$ cat src/rtl/proc_pkg.sv
// Shared types and constants for the 16-bit processor control path.
// Opcodes, FSM states, ALU selects and IR field positions.
package proc_pkg;

  typedef enum logic [3:0] {
    OP_NOOP  = 4'd0,
    OP_STORE = 4'd1,
    OP_LOAD  = 4'd2,
    OP_ADD   = 4'd3,
    OP_SUB   = 4'd4,
    OP_HALT  = 4'd5
  } opcode_e;

  typedef enum logic [3:0] {
    S_INIT   = 4'd0,
    S_FETCH  = 4'd1,
    S_DECODE = 4'd2,
    S_NOOP   = 4'd3,
    S_LOAD_A = 4'd4,
    S_LOAD_B = 4'd5,
    S_STORE  = 4'd6,
    S_ADD    = 4'd7,
    S_SUB    = 4'd8,
    S_HALT   = 4'd9
  } state_e;

  localparam logic [2:0] ALU_PASS = 3'd0;
  localparam logic [2:0] ALU_ADD  = 3'd1;
  localparam logic [2:0] ALU_SUB  = 3'd2;

  localparam int OP_MSB   = 15;
  localparam int OP_LSB   = 12;
  localparam int ADDR_MSB = 11;
  localparam int ADDR_LSB = 4;
  localparam int RA_MSB   = 11;
  localparam int RA_LSB   = 8;
  localparam int RB_MSB   = 7;
  localparam int RB_LSB   = 4;
  localparam int RD_MSB   = 3;
  localparam int RD_LSB   = 0;

endpackage

$ cat src/rtl/control_unit_if.sv
// Bundle between the control unit and the PC/IR/memory/RF/ALU datapath.
// master = control unit, slave = datapath side.
interface control_unit_if;

  logic [15:0] ir;
  logic        pc_clr;
  logic        pc_up;
  logic        ir_ld;
  logic [7:0]  d_addr;
  logic        d_wr;
  logic        rf_s;
  logic [3:0]  rf_w_addr;
  logic        rf_w_en;
  logic [3:0]  rf_ra_addr;
  logic [3:0]  rf_rb_addr;
  logic [2:0]  alu_s0;
  logic [3:0]  state_o;

  modport master (
    input  ir,
    output pc_clr, pc_up, ir_ld,
    output d_addr, d_wr,
    output rf_s, rf_w_addr, rf_w_en,
    output rf_ra_addr, rf_rb_addr,
    output alu_s0, state_o
  );

  modport slave (
    output ir,
    input  pc_clr, pc_up, ir_ld,
    input  d_addr, d_wr,
    input  rf_s, rf_w_addr, rf_w_en,
    input  rf_ra_addr, rf_rb_addr,
    input  alu_s0, state_o
  );

endinterface

$ cat src/rtl/control_unit_instr_fields.sv
// Pure slicing of the instruction word into its operand fields.
// The ADD/SUB destination and the LOAD/STORE register share rd.
module instr_fields
  import proc_pkg::*;
(
  input  logic [15:0] ir_i,
  output logic [3:0]  opcode_o,
  output logic [7:0]  mem_addr_o,
  output logic [3:0]  ra_o,
  output logic [3:0]  rb_o,
  output logic [3:0]  rd_o
);

  assign opcode_o   = ir_i[OP_MSB:OP_LSB];
  assign mem_addr_o = ir_i[ADDR_MSB:ADDR_LSB];
  assign ra_o       = ir_i[RA_MSB:RA_LSB];
  assign rb_o       = ir_i[RB_MSB:RB_LSB];
  assign rd_o       = ir_i[RD_MSB:RD_LSB];

endmodule

$ cat src/rtl/control_unit.sv
// Instruction-sequencing FSM; Moore outputs from state plus IR fields.
// HALT is terminal until reset.
module control_unit
  import proc_pkg::*;
(
  input  logic           clk,
  input  logic           reset,
  control_unit_if.master bus
);

  state_e state_q;
  state_e state_d;

  logic [3:0] opcode;
  logic [7:0] mem_addr;
  logic [3:0] ra;
  logic [3:0] rb;
  logic [3:0] rd;

  instr_fields u_fields (
    .ir_i       (bus.ir),
    .opcode_o   (opcode),
    .mem_addr_o (mem_addr),
    .ra_o       (ra),
    .rb_o       (rb),
    .rd_o       (rd)
  );

  always_ff @(posedge clk or posedge reset) begin
    if (reset) begin
      state_q <= S_INIT;
    end else begin
      state_q <= state_d;
    end
  end

  always_comb begin
    state_d = state_q;
    unique case (state_q)
      S_INIT:   state_d = S_FETCH;
      S_FETCH:  state_d = S_DECODE;
      S_DECODE: begin
        // Undefined opcodes fall through to NOOP
        case (opcode)
          OP_STORE: state_d = S_STORE;
          OP_LOAD:  state_d = S_LOAD_A;
          OP_ADD:   state_d = S_ADD;
          OP_SUB:   state_d = S_SUB;
          OP_HALT:  state_d = S_HALT;
          default:  state_d = S_NOOP;
        endcase
      end
      S_LOAD_A: state_d = S_LOAD_B;
      S_NOOP,
      S_LOAD_B,
      S_STORE,
      S_ADD,
      S_SUB:    state_d = S_FETCH;
      S_HALT:   state_d = S_HALT;
      default:  state_d = S_INIT;
    endcase
  end

  always_comb begin
    bus.pc_clr     = 1'b0;
    bus.pc_up      = 1'b0;
    bus.ir_ld      = 1'b0;
    bus.d_addr     = 8'd0;
    bus.d_wr       = 1'b0;
    bus.rf_s       = 1'b0;
    bus.rf_w_addr  = 4'd0;
    bus.rf_w_en    = 1'b0;
    bus.rf_ra_addr = 4'd0;
    bus.rf_rb_addr = 4'd0;
    bus.alu_s0     = ALU_PASS;
    bus.state_o    = state_q;
    unique case (state_q)
      S_INIT: bus.pc_clr = 1'b1;
      S_FETCH: begin
        bus.ir_ld = 1'b1;
        bus.pc_up = 1'b1;
      end
      S_LOAD_A: begin
        bus.d_addr    = mem_addr;
        bus.rf_s      = 1'b1;
        bus.rf_w_addr = rd;
      end
      S_LOAD_B: begin
        bus.d_addr    = mem_addr;
        bus.rf_s      = 1'b1;
        bus.rf_w_addr = rd;
        bus.rf_w_en   = 1'b1;
      end
      S_STORE: begin
        bus.d_addr     = mem_addr;
        bus.rf_ra_addr = rd;
        bus.alu_s0     = ALU_PASS;
        bus.d_wr       = 1'b1;
      end
      S_ADD: begin
        bus.rf_ra_addr = ra;
        bus.rf_rb_addr = rb;
        bus.rf_w_addr  = rd;
        bus.alu_s0     = ALU_ADD;
        bus.rf_w_en    = 1'b1;
      end
      S_SUB: begin
        bus.rf_ra_addr = ra;
        bus.rf_rb_addr = rb;
        bus.rf_w_addr  = rd;
        bus.alu_s0     = ALU_SUB;
        bus.rf_w_en    = 1'b1;
      end
      default: ;
    endcase
  end

endmodule
$ cat src/flat_wrapper.sv
// flat-port wrapper written by rule: the top's interface ports become plain ports
module control_unit_flat import proc_pkg::*;
  (clk, reset, bus_ir, bus_pc_clr, bus_pc_up, bus_ir_ld, bus_d_addr, bus_d_wr, bus_rf_s, bus_rf_w_addr, bus_rf_w_en, bus_rf_ra_addr, bus_rf_rb_addr, bus_alu_s0, bus_state_o);
  control_unit_if bus_i ();
  input  logic clk;
  input  logic reset;
  input wire logic [$bits(bus_i.ir)-1:0] bus_ir;
  output wire logic [$bits(bus_i.pc_clr)-1:0] bus_pc_clr;
  output wire logic [$bits(bus_i.pc_up)-1:0] bus_pc_up;
  output wire logic [$bits(bus_i.ir_ld)-1:0] bus_ir_ld;
  output wire logic [$bits(bus_i.d_addr)-1:0] bus_d_addr;
  output wire logic [$bits(bus_i.d_wr)-1:0] bus_d_wr;
  output wire logic [$bits(bus_i.rf_s)-1:0] bus_rf_s;
  output wire logic [$bits(bus_i.rf_w_addr)-1:0] bus_rf_w_addr;
  output wire logic [$bits(bus_i.rf_w_en)-1:0] bus_rf_w_en;
  output wire logic [$bits(bus_i.rf_ra_addr)-1:0] bus_rf_ra_addr;
  output wire logic [$bits(bus_i.rf_rb_addr)-1:0] bus_rf_rb_addr;
  output wire logic [$bits(bus_i.alu_s0)-1:0] bus_alu_s0;
  output wire logic [$bits(bus_i.state_o)-1:0] bus_state_o;
  assign bus_i.ir = bus_ir;
  assign bus_pc_clr = bus_i.pc_clr;
  assign bus_pc_up = bus_i.pc_up;
  assign bus_ir_ld = bus_i.ir_ld;
  assign bus_d_addr = bus_i.d_addr;
  assign bus_d_wr = bus_i.d_wr;
  assign bus_rf_s = bus_i.rf_s;
  assign bus_rf_w_addr = bus_i.rf_w_addr;
  assign bus_rf_w_en = bus_i.rf_w_en;
  assign bus_rf_ra_addr = bus_i.rf_ra_addr;
  assign bus_rf_rb_addr = bus_i.rf_rb_addr;
  assign bus_alu_s0 = bus_i.alu_s0;
  assign bus_state_o = bus_i.state_o;
  control_unit u_core (.clk(clk), .reset(reset), .bus(bus_i));
endmodule
$ cat config.mk
export PLATFORM = sky130hd
export DESIGN_NAME = control_unit_flat
export DESIGN_NICKNAME = d
export VERILOG_FILES = /design/src/rtl/proc_pkg.sv /design/src/rtl/control_unit_if.sv /design/src/rtl/control_unit_instr_fields.sv /design/src/rtl/control_unit.sv /design/src/flat_wrapper.sv
export SDC_FILE = /design/constraint.sdc
export NUM_CORES = 1
export LEC_CHECK = 0
export ABC_AREA = 1
export ABC_CLOCK_PERIOD_IN_PS = 1100
export CORE_MARGIN = 10
export CORE_UTILIZATION = 30
export CTS_CLUSTER_SIZE = 25
export DETAILED_ROUTE_END_ITERATION = 10
export GPL_ROUTABILITY_DRIVEN = 0
export GPL_TIMING_DRIVEN = 0
export PLACE_DENSITY = 0.73
export RECOVER_POWER = 100
export SLEW_MARGIN = 40
export SYNTH_ARGS = -nofsm -noshare
export SYNTH_HDL_FRONTEND = slang
export SYNTH_HIERARCHICAL = 1
export SYNTH_SLANG_ARGS = --single-unit
$ cat constraint.sdc
create_clock -name clk -period 1.1 [get_ports clk]
set_input_delay 0.22 -clock clk [delete_from_list [all_inputs] [get_ports clk]]
set_output_delay 0.22 -clock clk [all_outputs]
set_load 0.05 [all_outputs]
# Word level (Yosys, flattened, before mapping)
# Cells that the tools add are included.
totals:
  out_inout_bits: 33
  elab_cells: 34
  reg_bits: 4
op_classes:
  n_eq_ne: 14
  n_mux: 12
  reduce_logical: 7
ops:
  columns: ["op", "count"]
  rows:
  - ["$pmux 4 s5", 2]
  - ["$eq 4x3->1 const B", 6]
  - ["$eq 4x2->1 const B", 4]
  - ["$eq 4x1->1 const B", 2]
  - ["$eq 4x4->1 const B", 2]
  - ["$mux 4", 2]
  - ["$mux 8", 1]
  - ["$pmux 4 s2", 1]
  - ["$reduce_or 3->1", 2]
  - ["$reduce_or 6->1", 1]
  - ["$mux 1", 5]
  - ["$logic_not 4->1", 1]
  - ["$pmux 2 s2", 1]
  - ["$reduce_or 2->1", 2]
  - ["$reduce_or 4->1", 1]

# Depth between registers and ports, before layout
# Gate-level depths: netlist of run 1.
depth:
  word_depth: 3
  depth_mapped: 7
  mapped_depth_nobuf: 6

# Modules after synthesis
# Netlist of run 1, hierarchy kept.
modules_own_cells:
  columns: ["mod", "instances", "cells_each", "area_each_um2"]
  rows:
  - ["control_unit", 1, 103, 550.5]
  - ["instr_fields", 1, 24, 180.2]

# Worst setup path before layout of run 1
# OpenSTA, ideal clock, no wires.
synth_timing:
  path_type: "register -> output"
  from: "reg u_core.state_q[0] (netlist: u_core/bus.state_o[0])"
  to: "out bus_rf_rb_addr[0]"
  arrival_time_ps: 2238
  path_stages_with_launch: 5
  slack_ps: -1358
  path_buffers: 1
  path_cell_list: "dfrtp_1 > buf_6 > nor2_1 > nand3_2 > a21boi_0"
synth_between:
  elab_chain_len: 3
  elab_cells_between_ends: 4
  cone_classes: "2 x eq/ne; 1 x mux; 1 x reduce/logical"
synth_lines:
  columns: ["item", "line", "rtl"]
  rows:
  - ["start: declaration", "control_unit.sv:11", "state_e state_q;"]
  - ["start signal: assignment", "control_unit.sv:33", "state_q <= state_d;"]
  - ["$eq 4x3->1 or $eq 4x4->1 (tied branches)", "control_unit.sv:77", "unique case (state_q)"]
  - ["$reduce_or 2->1 (no line) (*)", null, null]
  - ["$mux 4 (*)", "control_unit.sv:77", null]
  - ["end: declaration", "flat_wrapper.sv:17", "output wire logic [$bits(bus_i.rf_rb_addr)-1:0] bus_rf_rb_addr;"]
# Mark *: on every way between the ends. The rest lies on a longest branch, timed or not.

# Final worst setup path of run 1
layout_timing:
  from: "reg u_core.state_q[0] (netlist: u_core/bus.state_o[0])"
  to: "out bus_rf_rb_addr[2]"
# Same word-level chain as after synthesis.

==> results of run 1 <==
worst max-delay path, cell delays in order, from the launching register on:
cell and delay (ps):
dfrtp_2 410, buf_8 150, nor2_4 110, nand3_4 110
buf_12 160, a21boi_2 130, buf_6 170
placed cells by master (no fill, tap or decap), drive strengths merged:
cell | netlist | final
buf | 27 | 69
nand2 | 37 | 37
inv | 25 | 19
nor2 | 17 | 17
clkinvlp | 0 | 5
a21boi | 4 | 4
dfrtp | 4 | 4
nand3 | 4 | 4
o21ai | 4 | 4
clkbuf | 0 | 3
nor3 | 2 | 2
dlygate4sd3 | 0 | 1
dlygate4sd2 | 0 | 1
nand4 | 1 | 1
clkinv | 0 | 1
o211ai | 1 | 1
conb | 1 | 1
final cells by class:
cell class                 count  share of cell area, %
buffer                        27                   14.4
sequential                     4                   7.05
clock buffer                   3                   1.51
inverter                      25                   8.23
tap                           28                   2.35
multi-input combinational     71                   31.3
timing repair buffer          44                   35.2
per-stage QoR:
stage          worst slack (ps)  instances
2_1_floorplan              -698        127
3_3_place_gp              -1220        188
3_5_place_dp              -1230        188
4_1_cts                    -618        197
5_1_grt                    -708        202
6_report                   -610        202
cells by family after synthesis:
family                 share of synthesized area, %
AOI/OAI and AO/OA                              8.39
buffers and inverters                          41.1
other                                         0.513
and+or+nand+nor                                36.3
DFF                                            13.7
routing by layer:
| layer | GRT usage, % | up-vias |
|---|---|---|
| met1 | 11.3 | 384 |
| li1 | - | 441 |
| met5 | 0 | - |
| met4 | 5.32 | 0 |
| met2 | 17.6 | 39 |
| met3 | 4.99 | 6 |
worst min path at each step:
stage	from	to
floorplan	reset	u_core/bus.state_o[0]$_DFF_PP0_
global placement	reset	u_core/bus.state_o[0]$_DFF_PP0_
detailed placement	reset	u_core/bus.state_o[0]$_DFF_PP0_
CTS	reset	u_core/bus.state_o[1]$_DFF_PP0_
global route	reset	u_core/bus.state_o[3]$_DFF_PP0_
finish	reset	u_core/bus.state_o[1]$_DFF_PP0_
power by group:
part           switching, µW  leakage (µW)  total (µW)  internal [µW]
clock network           80.2     0.0000138         204            123
logic                   1260      0.000718        2090            836
registers               90.7     0.0000456         296            205
repair_timing:
| action | in CTS | in global routing |
|---|---|---|
| resized for setup | 246 | 14 |
| setup endpoints to repair | 32 | 35 |
| setup buffers | 6 | 5 |
| pin swaps | 2 | 3 |
==> impl_results.md, run 1 <==
* Final Max Slew Viols at 0
* CTS clk-pin slew, worst paths at 50 ps
* Startpoint types: flip-flop
* DR WL met2 at 1340 µm
* Worst r2r src: u_core/bus.state_o[3]$_DFF_PP0_
* DR pass1 iterations at 4
* Worst skew pair latency at 250 ps
* Post-Synthesis Cell Area at 731 µm²
* Ant diodes at 0
* CTS tree: yes
* Critical R2R Capture: u_core/bus.state_o[0]$_DFF_PP0_
* Detail Route Antenna Nets at 0
* Die Area at 0.00481 mm²
* Setup violators final at 32
* Total CTS buffers at 3
* Syn. warnings at 6
* Routed vias/inst at 4.31
* DR WL/cell at 13.1 µm
* Post-DP Area at 0.00118 mm²
* Hold Vio Cnt, Final at 0
* M1 WL at 941 µm
* Core utilization of the finished layout at 65.5%
* Multi-input logic area at 467 µm²
* Most used DFF post-synth: dfrtp_1
* Flop-to-flop setup slack at -120 ps
* # fillers at 174
* Area contributors post-synth: buf_4, nand2_1, dfrtp_1
* DRT iter0 DRCs at 44
* Critical Path RT at 880 ps
* Clock Sinks at 4
* Final Net Count at 194
* CP Class: flip-flop to primary output
* Total core area at 0.00228 mm²
* Final WL at 2650 µm
* Deepest clock path buffer count at 2
* FP Rows at 17
* Power Dens Cells at 1740 mW/mm²
* Number of flip-flops in the largest register at 4
* DRC at 0
* Final Skew at 13.5 ps
* Initial core utilization at 32.1%
* Final Cycle Share at 155%
* Post-synthesis average cell area at 5.75 µm²
* Count leader, synth: nand2_1
* Port Buf Inserts at 33
* First-pass GRT wire length at 4450 µm
* Layout cells sized above 1 at 67.2%
* H-tree depth at 1
* HPWL Detailed at 2020 µm
* Routed met3 length at 324 µm
* Fin Hold WS at 286 ps
* Crit path max fanout at 8
* Max-Cap Viols at 0
* Critical Path Source: u_core/bus.state_o[0]$_DFF_PP0_
* Initial antenna violation count at 0
* Power Total at 2590 µW
* Critical Path AT at 1490 ps
* Distinct cells, synth at 19
* Largest area contributor in the synthesized netlist: buf_4
* Final instance area at 0.00149 mm²
* Cell count after synthesis at 127
* EDFF count, synth at 0
* Worst setup path end: bus_rf_rb_addr[2]
* CP endpoint kind: primary output
* Failing checks: negative setup slack
* Static leakage at 0.000777 µW
* Top post-synthesis cells by count: nand2_1, buf_4, inv_1, nor2_1
* Status: complete, but fails checks
* Vias at 870
* Async S/R FF share, synth at 100%
* P&R area growth vs syn at 104%
* Register area share after synthesis at 13.7%
* Register area at 105 µm²
* I/O pin count at 51
* Vias in the first global route at 942
* Peak supply drop at 2.01 mV
* Hold Crit Class: primary input to async pin
* Post-synthesis register bit count at 4
* Net Count, Synth at 145
* Worst Slack Setup Final at -610 ps
* Total negative setup slack at -15030 ps
* DR top layer: met4
* FF-to-FF path depth at 6
* CTS Hold Bufs at 0
* Gr usage total at 10.8%
* Clk root buf: clkbuf_4
* RSZ-0062 raised after global routing: true
* GRT overflow at 0
* Fmax at 0.585 GHz
* DIE WIDTH at 69.4 µm
* Yosys top cell area share at 26.7%
* Fin crit period at 1710 ps
* Largest net degree at the start of global routing at 9
* Die H at 69.4 µm
Note: power is estimated with default switching activity, not from simulation.
==> run 2, diff against run 1 <==
--- a/config.mk
+++ b/config.mk
@@ -12,7 +12,6 @@
 export CTS_CLUSTER_SIZE = 25
 export DETAILED_ROUTE_END_ITERATION = 10
 export GPL_ROUTABILITY_DRIVEN = 0
-export GPL_TIMING_DRIVEN = 0
 export PLACE_DENSITY = 0.73
 export RECOVER_POWER = 100
 export SLEW_MARGIN = 40
==> impl_results.md, run 2 (synthesis results as in run 1) <==
* Status: complete, but fails checks
* H-tree depth at 1 (unchanged)
* DRT iter0 DRCs at 29 (-34%)
* DIE WIDTH at 69.4 µm (unchanged)
* Routed vias/inst at 4.54 (+5.3%)
* Fmax at 0.586 GHz (+0.11%)
* Power Total at 3190 µW (+23%)
* Non-Filler Instances at 205 (+1.5%)
* Largest net degree at the start of global routing at 9 (unchanged)
* Most common cell after layout, fill and taps aside: buf_12
* Gr usage total at 13.4% (+2.6 points)
* I/O pin count at 51 (unchanged)
* Startpoint types: flip-flop
* Crit path max fanout at 5 (-3)
* Combinational share of power at 85.4% (+4.7 points)
* Critical Path RT at 880 ps (about the same)
* Commonest cells after routing, fill and taps aside: buf_12, nand2_1, clkdlybuf4s50_1
* Psw at 1610 µW (+13%)
* First-pass GRT wire length at 5280 µm (+19%)
* HPWL Detailed at 2480 µm (+22%)
* Vias at 930 (+6.9%)
* Worst skew pair latency at 230 ps (-20 ps)
* Critical Path AT at 1490 ps (about the same)
* Worst Slack Setup Final at -608 ps (+1.96 ps)
* Switch share at 50.3% (-4.8 points)
* Number of flip-flops in the largest register at 4 (unchanged)
* Crit path max-delay family: simple AND/OR/NAND/NOR gates
* Clock network power share at 5.6% (-2.3 points)
* Total CTS buffers at 3 (unchanged)
* Clock Sinks at 4 (unchanged)
* Die Area at 0.00481 mm² (unchanged)
* Total core area at 0.00228 mm² (unchanged)
* Final Max Slew Viols at 0 (unchanged)
* Final Net Count at 197 (+1.5%)
* Power Dens Cells at 1650 mW/mm² (-5.3%)
* RSZ-0062 raised after global routing: true
* CP cell instances: inv_2, buf_6, nand2_4, nor3_4, nand2_1, nand2_4, buf_12
* Most frequent CP cell: nand2_4
* Initial core utilization at 32.1% (unchanged)
* GRT overflow at 0 (unchanged)
* CP Class: flip-flop to primary output
* Detail Route Antenna Nets at 0 (unchanged)
* Static leakage at 0.000889 µW (+14%)
* Worst path max stage delay at 430 ps (+20 ps)
* Hold Crit Class: primary input to async pin
* DR WL/cell at 16.5 µm (+26%)
* FP Rows at 17 (unchanged)
* Final Cycle Share at 155% (-0.18 points)
* CP endpoint kind: primary output
* Hold Vio Cnt, Final at 0 (unchanged)
* CP max stage cell: dfrtp_2
* Initial antenna violation count at 0 (unchanged)
* Failing checks: negative setup slack
* Core utilization of the finished layout at 85.2% (+20 points)
* CTS tree: yes
* Final WL at 3380 µm (+28%)
* Ant diodes at 0 (unchanged)
* Deepest clock path buffer count at 2 (unchanged)
* # fillers at 104 (-40%)
* Placed cell count at 195 (+3.7%)
* Peak supply drop at 1.83 mV (-9.1%)
* Layout cells sized above 1 at 65.0% (-2.3 points)
* Vias in the first global route at 1051 (+12%)
* Die H at 69.4 µm (unchanged)
* CTS Hold Bufs at 0 (unchanged)
* Port Buf Inserts at 49 (+48%)
* Bufs and invs on worst path at 3 (unchanged)
* CTS clk-pin slew, worst paths at 40 ps (about the same)
* DRC at 0 (unchanged)
* Cell Int Power at 1590 µW (+36%)
* Max-Cap Viols at 0 (unchanged)
* Setup violators final at 36 (+13%)
* Fin crit period at 1710 ps (-1.96 ps)
* P&R area growth vs syn at 165%
* Final Skew at 4.47 ps (-9.00 ps)
* Clk root buf: clkbuf_4
* Sequential power share at 9.0% (-2.4 points)
* DR pass1 iterations at 4 (unchanged)
## run 2: path summary, 6_finish.rpt
check / from / to / slack (ps) / cells past startpoint
worst max-delay path: u_core/bus.state_o[3]$_DFF_PP0_ / bus_rf_ra_addr[0] / -610 / 7
min in group clk: bus_ir[14] / u_core/bus.state_o[3]$_DFF_PP0_ / 690 / 3
worst min register to register: u_core/bus.state_o[2]$_DFF_PP0_ / u_core/bus.state_o[0]$_DFF_PP0_ / 730 / 3
worst min-delay path: reset / u_core/bus.state_o[1]$_DFF_PP0_ / 320 / 2
worst max register to register: u_core/bus.state_o[3]$_DFF_PP0_ / u_core/bus.state_o[0]$_DFF_PP0_ / -300 / 8
max in group asynchronous: reset / u_core/bus.state_o[0]$_DFF_PP0_ / 600 / 2
## run 2: power groups by stage
stage          registers [µW]  clock network (µW)  logic, µW
5_1_grt                   295                 188       2860
4_1_cts                   278                 187       2570
6_report                  287                 180       2730
2_1_floorplan             430                   0       1040
3_3_place_gp              247                   0       2240
3_5_place_dp              256                   0       2280
## run 2: cell type report
class,instances,area (µm²),share of cell area (%)
Tap cell,28,35.0,1.81
Clock buffer,3,22.5,1.16
Inverter,25,123,6.32
Sequential cell,4,105,5.42
Multi-Input combinational cell,71,589,30.4
Timing Repair Buffer,74,1060,54.9
## run 2: per-stage QoR
stage                     cell area (µm²)  TNS (ps)  hold WS, ps  setup WS (ps)
after floorplan                       818    -16480        -13.9           -698
after global routing                 1940    -18210          333           -667
after global placement               1600     -7640          421           -320
after detailed placement             1600     -8770          419           -397
final                                1940    -16380          319           -608
after CTS                            1800    -15930          176           -580
## run 2: worst reg2reg max path, stage by stage, from the launching register on
cell and delay, ps:
dfrtp_2 430, buf_4 170, buf_4 140, nor2_4 90, nand2_2 90, buf_4 140
buf_4 130, nand2_1 50, nand2_1 50
## run 2: timing repair
item | in CTS | in global routing
pin swaps | 13 | 7
setup endpoints to repair | 36 | 36
setup buffers | 4 | 5
resized for setup | 38 | 29
## run 2: per-layer routing
layer / wire length, µm / track usage [%] / vias to the layer above
li1: - / - / 452
met1: 1060 / 11.5 / 425
met2: 1940 / 26.6 / 43
met3: 277 / 5.56 / 10
met4: 104 / 4.43 / 0
met5: 0 / 0 / -
==> patch, RTL diff (settings of run 2) <==
Make the reset (`reset`) synchronous in one clocked block.
--- a/src/rtl/control_unit.sv
+++ b/src/rtl/control_unit.sv
@@ -26,7 +26,7 @@
     .rd_o       (rd)
   );
 
-  always_ff @(posedge clk or posedge reset) begin
+  always_ff @(posedge clk) begin
     if (reset) begin
       state_q <= S_INIT;
     end else begin
Formal check against the unedited RTL: differs if reset is asserted again (counterexample within 4 cycles, from zero or initial values and one cycle with reset high); with reset held inactive, the same outputs for 10 cycles.
==> patch against run 2 <==
The flow still finishes with violations (setup timing); area after synthesis down 1.9%; power is 38% lower; final cell count up 4.4%; final area down 6.5%; largest power group unchanged; clock skew up 0.0011 ns; clock power is 4% higher; synthesized cell count is 6.3% higher; global-route usage is 1.5 points lower; first-iteration DRC count grew 21%; largest cell class unchanged; sequential share of layout area down 0.17 points; wire length decreased by 9.0%; critical endpoint is now bus_rf_w_addr[2]; setup slack improved by 0.024 ns; sequential cell count unchanged.
==> patch: results (changes against run 2) <==
outcome:
  status: "finished, violations left"
  violations: "setup timing"
global_route:
  grt_pass1_wl_mm: 4.291  # -19%
  antenna_found_initial: 0  # unchanged
  grt_usage_pct: 11.93  # -1.5 points
  grt_max_degree: 9  # unchanged
  first_global_vias: 921  # -12%
cts:
  clockBufferDepth: 2  # unchanged
  postCtsSetupRepairBufs: 2  # -2
  cts_resized: 34  # -11%
  insertion_delay_ns: 0.24
  cts-buffers-inserted: 3  # unchanged
  cts-root-buf: "clkbuf_4"
worst_setup_path:
  worstReg2RegEnd: "u_core/bus.state_o[1]"
  critical_path.top_delay_family: "flip-flops"
  r2r_cells: 7  # -1
  critPathMaxFanout: 4  # -1
  reg2reg_slack_ns: -0.16  # +0.14 ns
  cp_slowest_stage_delay_ns: 0.39  # -0.04 ns
  r2r_start: "u_core/bus.state_o[3]"
  cp-startpoint: "u_core/bus.state_o[2]"
  cp_slowest_cell: "dfxtp_4"
  worstPathArrival_ns: 1.46  # -0.03 ns
timing:
  finalSetupTns_ns: -14.52  # +1.859 ns
  holdWs_ns: 0.6307  # +0.3117 ns
  setup_ws_ns: -0.5837  # +0.02416 ns
  skew_ns: 0.005616  # +0.001146 ns
  setup-violations-final: 33  # -8.3%
pwr:
  ir_drop_mv: 1.263  # -31%
  share_comb_of_total_power_pct: 78.5  # -6.9 points
  p_leak_uw: 0.0008245  # -7.3%
  power_uw: 1996  # -38%
  switching_share_pct: 47.36  # -2.9 points
  p_clk_uw: 187  # +4%
detailed_routing:
  first_pass_iters: 6  # +2
  via_per_inst: 4.486  # -1.1%
  drtIter0Drc: 35  # +21%
  wirelength_mm: 3.079  # -9.0%
synthesis:
  ys_async_sr_fraction_pct: 0  # -100 points
  yosys_warnings: 6  # unchanged
  ys_seq_area_share_pct: 11.17  # -2.5 points
  synth_nets: 153  # +5.5%
  synth_compound_area_share_pct: 5.236  # -3.2 points
  synth.distinct_cells: 16  # -3
  synthTopCellsByArea: "buf_4 27%, nand2_1 20%, inv_1 14%"
  syn_avg_cell_area_um2: 5.311  # -7.7%
  synth_common_cells: "38 x nand2_1, 27 x inv_1, 26 x buf_4, 21 x nor2_1, 4 x dfxtp_1"
  ys.flop_type: "dfxtp_1"
hold_path:
  hp-start: "reset"
  hp-class: "in -> reg"
placed_design:
  hpwlAfterDp_mm: 2.401  # -3.1%
  dp_slack_ns: -0.3922  # +0.005092 ns
  io_buffers: 49  # unchanged
  place_area_mm2: 0.001598  # -0.23%
final_layout:
  largest_register_ffs: 4  # unchanged
  drive_gt1_share_pct: 65.05  # +0.082 points
  diodes: 0  # unchanged
  final_cells: 214  # +4.4%
## patch: cell count changes in the layout (fill, tap and decap cells not counted), moves of 6 or more
cell	delta
buf_8	+6
buf_4	+8
nor2_4	+8
nand2_2	+9
buf_12	-10
## patch: routing by layer
layer	routed length (um)	track usage, %
met2	1558	23.06
met1	1009	11.53
met5	0	0
met3	342	2.899
met4	169	5.419
## patch: layout make-up
cell class	instances	area (um2)
tap	28	35.03
clock buffer	3	22.52
sequential	4	95.09
multi-input combinational	75	551.8
inverter	30	138.9
fill	128	441.7
timing repair buffer	74	969.7
## patch: how the worst max path moves through the flow
stage,end,slack (ns),depth (start not counted)
after floorplan,bus_rf_w_addr[0],-0.62,8
after global placement,bus_rf_w_addr[3],-0.30,9
after detailed placement,bus_rf_w_addr[2],-0.39,9
after CTS,bus_rf_w_addr[2],-0.55,9
after global routing,bus_rf_ra_addr[2],-0.65,7
final,bus_rf_w_addr[2],-0.58,7
